**src/rtl/harvard_sequencer.sv**
```systemverilog
// harvard_sequencer: fetch/execute control unit and ALU for the Harvard machine.
// Define HARVARD_SEQ_SINGLE_STEP_EN to add a STEP input that gates each instruction.
module harvard_sequencer #(
  parameter int PC_W = 8,
  parameter int I_W = 22,
  parameter int D_W = 16,
  parameter logic [PC_W-1:0] RESET_PC = '0
) (
  input  logic            CLK,
  input  logic            RST,
  input  logic            START,
`ifdef HARVARD_SEQ_SINGLE_STEP_EN
  input  logic            STEP,
`endif
  output logic [PC_W-1:0] PC,
  input  logic [I_W-1:0]  I,
  output logic [D_W-1:0]  DW,
  output logic [D_W-1:0]  OR,
  output logic [D_W-1:0]  data,
  output logic            D_we,
  input  logic [D_W-1:0]  DR,
  output logic [D_W-1:0]  AW,
  output logic            A_we,
  input  logic [D_W-1:0]  AR,
  output logic            EFW,
  output logic            CFW,
  input  logic            EFF,
  input  logic            CFF,
  output logic            BUSY,
  output logic            HALTED
);
  typedef enum logic [2:0] {S_IDLE, S_FETCH, S_EXEC, S_HALT, S_WAIT} state_t;
  localparam logic [3:0] OP_LDA = 4'h1, OP_STA = 4'h2, OP_ADD = 4'h3, OP_SUB = 4'h4,
                         OP_AND = 4'h5, OP_OR = 4'h6, OP_LDI = 4'h7, OP_JMP = 4'h8,
                         OP_JZ = 4'h9, OP_JC = 4'hA, OP_HLT = 4'hF;
  state_t          r_state;
  logic [PC_W-1:0] r_pc;
  logic [I_W-1:0]  r_ir;
  logic            r_efw, r_cfw, r_busy, r_halted;
  logic [3:0]      w_op;
  logic [D_W-1:0]  w_opd, w_res;
  logic [D_W:0]    w_add, w_sub;
  logic            w_exec, w_acc_op, w_carry, w_taken, w_unused;
  logic [PC_W-1:0] w_pc_next;
  assign w_op   = r_ir[I_W-1:I_W-4];
  assign w_opd  = r_ir[D_W-1:0];
  assign w_unused = ^r_ir[I_W-5:D_W];
  assign w_exec = (r_state == S_EXEC);
  // top bit of the extended difference is the unsigned borrow
  assign w_add  = {1'b0, AR} + {1'b0, DR};
  assign w_sub  = {1'b0, AR} - {1'b0, DR};
  assign w_carry = (w_op == OP_ADD) ? w_add[D_W] : w_sub[D_W];
  assign w_res  = (w_op == OP_LDA) ? DR :
                  (w_op == OP_ADD) ? w_add[D_W-1:0] :
                  (w_op == OP_SUB) ? w_sub[D_W-1:0] :
                  (w_op == OP_AND) ? (AR & DR) :
                  (w_op == OP_OR)  ? (AR | DR) :
                  (w_op == OP_LDI) ? w_opd : '0;
  assign w_acc_op = (w_op == OP_LDA) || (w_op == OP_ADD) || (w_op == OP_SUB) ||
                    (w_op == OP_AND) || (w_op == OP_OR) || (w_op == OP_LDI);
  assign w_taken = (w_op == OP_JMP) || ((w_op == OP_JZ) && EFF) || ((w_op == OP_JC) && CFF);
  assign w_pc_next = w_taken ? w_opd[PC_W-1:0] : r_pc + 1'b1;
  assign PC     = r_pc;
  assign DW     = w_opd;
  assign OR     = w_opd;
  assign data   = AR;
  assign AW     = w_res;
  assign A_we   = w_exec && !RST && w_acc_op;
  assign D_we   = w_exec && !RST && (w_op == OP_STA);
  assign EFW    = r_efw;
  assign CFW    = r_cfw;
  assign BUSY   = r_busy;
  assign HALTED = r_halted;
  always_ff @(posedge CLK)
    if (RST) begin
      r_state  <= S_IDLE;
      r_pc     <= RESET_PC;
      r_ir     <= '0;
      r_efw    <= 1'b0;
      r_cfw    <= 1'b0;
      r_busy   <= 1'b0;
      r_halted <= 1'b0;
    end else
      case (r_state)
        S_IDLE, S_HALT:
          if (START) begin
            r_state  <= S_FETCH;
            r_pc     <= RESET_PC;
            r_busy   <= 1'b1;
            r_halted <= 1'b0;
          end
        S_FETCH: begin
          r_ir    <= I;
          r_state <= S_EXEC;
        end
        S_EXEC: begin
          if (w_acc_op) r_efw <= (w_res == '0);
          if ((w_op == OP_ADD) || (w_op == OP_SUB)) r_cfw <= w_carry;
          if (w_op == OP_HLT) begin
            r_state  <= S_HALT;
            r_busy   <= 1'b0;
            r_halted <= 1'b1;
          end else begin
            r_pc <= w_pc_next;
`ifdef HARVARD_SEQ_SINGLE_STEP_EN
            r_state <= S_WAIT;
`else
            r_state <= S_FETCH;
`endif
          end
        end
`ifdef HARVARD_SEQ_SINGLE_STEP_EN
        S_WAIT: if (STEP) r_state <= S_FETCH;
`endif
        default: r_state <= S_IDLE;
      endcase
endmodule

```
**config.mk**
```make
export PLATFORM = sky130hd
export DESIGN_NAME = harvard_sequencer
export DESIGN_NICKNAME = d
export VERILOG_FILES = /design/src/rtl/harvard_sequencer.sv
export SDC_FILE = /design/constraint.sdc
export NUM_CORES = 1
export LEC_CHECK = 0
export CAP_MARGIN = 15
export CORE_MARGIN = 5
export CORE_UTILIZATION = 25
export DETAILED_ROUTE_END_ITERATION = 8
export PLACE_DENSITY = 0.53
export SYNTH_ARGS = -nofsm -noshare
export SYNTH_HDL_FRONTEND = slang
export SYNTH_SLANG_ARGS = --single-unit
```
**constraint.sdc**
```tcl
create_clock -name CLK -period 4.9 [get_ports CLK]
set_input_delay 0.98 -clock CLK [delete_from_list [all_inputs] [get_ports CLK]]
set_output_delay 0.98 -clock CLK [all_outputs]
set_load 0.02 [all_outputs]
```
==> results.cfg <==
[worst_setup_path]
critical_path_required_ps = 3920
ff2ff_setup_slack_ps = 1420
worstSetupEndpointType = output pin
slowest_delay_ps = 450
critical_path_class = in -> out
timing.rr.end = EFW$_SDFFE_PP0P_
crit_fanout = 5
crit_top_cell = buf_4
critPathArrivalTime_ps = 3770
slowest_stage = clkdlybuf4s50_1
cp-start-kind = primary input
r2r_start = r_ir[18]$_SDFFE_PP0N_
ff2ff_path_depth = 9
path_cells = clkdlybuf4s50_1 > ha_2 > buf_4 > fa_1 > a21o_1 > a221oi_2 > buf_4 > buf_4 > o311a_1 > xnor2_1 > a22oi_2 > and2_1 > clkbuf_2

[cells_and_area]
nets = 945
drive_above_1_share = 0.2158
fin_cells = 1068
areaGrowthSynthToFinish_pct = 49.07
layout_common_cells = 125 x buf_4, 115 x clkdlybuf4s50_1, 69 x nor2_1
antenna_cells = 0
final_common_cell = buf_4

[pwr]
leakage_nw = 3.110
powerDensity_mw_per_mm2 = 231.0
p_total_mw = 1.647
ir_drop_uv = 124.9

[floorplan]
core_mm2 = 0.01877
placementRows = 50
dieArea_mm2 = 0.02200
die_h_um = 148.3
io_pins = 137
start_util = 0.2549
die_w_um = 148.3

[sta]
slew_headroom = 0.4507
worst_pin_slew_ps = 813.6
fin_crit_ps = 4752
setup_viol = 0
fin_skew_ps = 2.361
rsz0062_at_grt = no
hold_viol_final = 0
fin_ws_ps = 147.6
drv_slew = 0
period_share = 0.9699
setup-tns-final_ps = 0
fmax_ghz = 0.2104

[clock_network]
cts_hold_buf = 0
clk_latency_ps = 270
cts_tree = yes
cts_buffers = 5
htree_levels = 2
clock-sinks = 34
root_buffer = clkbuf_16
clock_path_buffers = 2
clkTransAtPathRegs_ps = 50

[place]
dp_hpwl_um = 14930
place.gp.congestion = 0.9126
port_buffers = 134
dp.cells = 1058
dp_slack_ps = -636.0

[hold_path]
hold_start = BUSY$_SDFFE_PP0P_
hold_class = reg -> reg
holdPathStages = 2
min_to = BUSY$_SDFFE_PP0P_

[routing]
wl_um = 18420
ant_nets = 0
wl_per_cell_um = 17.25
drtIter0Drc = 553
first_pass_iters = 5
route.met3.wl_um = 952
highest_layer = met4
via_per_inst = 5.070
drc = 0
vias = 5415
met1_length_um = 8876
wl_met2_um = 8263

[synthesis]
synth-seq-cells = 34
synth_cells = 650
synth.distinct_cells = 74
yosys_warnings = 0
synth_ff_type = dfxtp_1
synth_seq_area_share = 0.1423
synthArstFlopShare = 0
synth_enable_flop_cells = 0
syn_area_per_cell_um2 = 7.359
syn_area_mm2 = 0.004783
syn_nets = 762

[global_routing]
grt_pass1_wl_um = 28670
grt-ovfl-total = 0
antenna_found_initial = 0
first_global_vias = 5160
grt_max_degree = 34
track_usage = 0.1614

[status]
run_status = complete, no violations

[flow_run]
cap_violations = 0
## layer usage
layer  up-vias  GRT usage
li1       2662          -
met1      2538     0.2366
met2       192     0.2546
met3        23    0.01676
met4         0    0.03741
met5         -          0
## layout make-up
class                      count  area [um^2]
clock buffer                   7        142.6
clock inverter                 1        5.005
fill                        2016        11640
inverter                      54        202.7
multi-input combinational    480         3545
sequential                    34        680.7
tap                          234        292.8
timing repair buffer         258         2262
## repair_timing
action / 4_1_cts / 5_1_grt
pin swaps: 6 / 6
setup endpoints to repair: 10 / 9
buffers inserted: 0 / 2
resized for setup: 36 / 34
gates cloned: 0 / 0
## Yosys cell counts, drive strengths merged (13+ instances only)
master | n | share of area
a211oi | 16 | 0.025
a21oi | 44 | 0.046
buf | 59 | 0.088
clkbuf | 23 | 0.018
dfxtp | 34 | 0.14
ha | 51 | 0.13
inv | 53 | 0.042
mux2i | 24 | 0.050
nand2 | 33 | 0.026
nand2b | 13 | 0.017
nand3 | 19 | 0.020
nor2 | 69 | 0.054
nor2b | 14 | 0.018
nor3 | 16 | 0.017
o21ai | 30 | 0.031
## critical path, delay by kind of cell
family                   cells  cell delay (ps)
adder cells (fa/ha/maj)      2              600
AO/OA/AOI/OAI                4              890
XOR/XNOR                     1              100
AND/OR/NAND/NOR              1              160
buffers and inverters        5             1040
## worst max-delay path by stage
stage	from	end	slack, ps	cells past startpoint
floorplan	DR[8]	AW[14]	610	9
global placement	DR[8]	AW[14]	-590	11
detailed placement	DR[8]	AW[14]	-640	11
CTS	DR[0]	AW[6]	2	12
global route	AR[0]	AW[14]	20	13
finish	DR[0]	AW[14]	150	13
## flip-flops by register name (all words and copies together) (netlist names)
name,flops
r_ir,20
PC,8
r_state,2
BUSY,1
CFW,1
EFW,1
HALTED,1
## stage by stage
stage	utilization	cell area (um^2)	hold WS [ps]
finish	0.3799	7131	492.3
global route	0.3799	7131	543.3
CTS	0.3772	7079	500.7
detailed placement	0.3639	6830	487.3
global placement	0.3639	6830	475.4
floorplan	-	4783	494.8
## report_power, final
| part | switching [mW] | internal (mW) | total [mW] | leakage, nW |
|---|---|---|---|---|
| clock | 0.116 | 0.201 | 0.317 | 0.0739 |
| combinational | 0.516 | 0.455 | 0.971 | 2.76 |
| sequential | 0.0525 | 0.306 | 0.359 | 0.277 |
## cell families (layout without fill, tap and decap cells)
family / after synthesis / after routing / synth area share
buf+inv: 136 / 320 / 0.1488
fa+ha+maj: 53 / 53 / 0.1418
mux: 27 / 27 / 0.06278
compound gates: 190 / 190 / 0.2786
simple gates: 199 / 199 / 0.2056
flops: 34 / 34 / 0.1423
xor+xnor: 11 / 11 / 0.02014
Power figures use the tool's default switching activity.
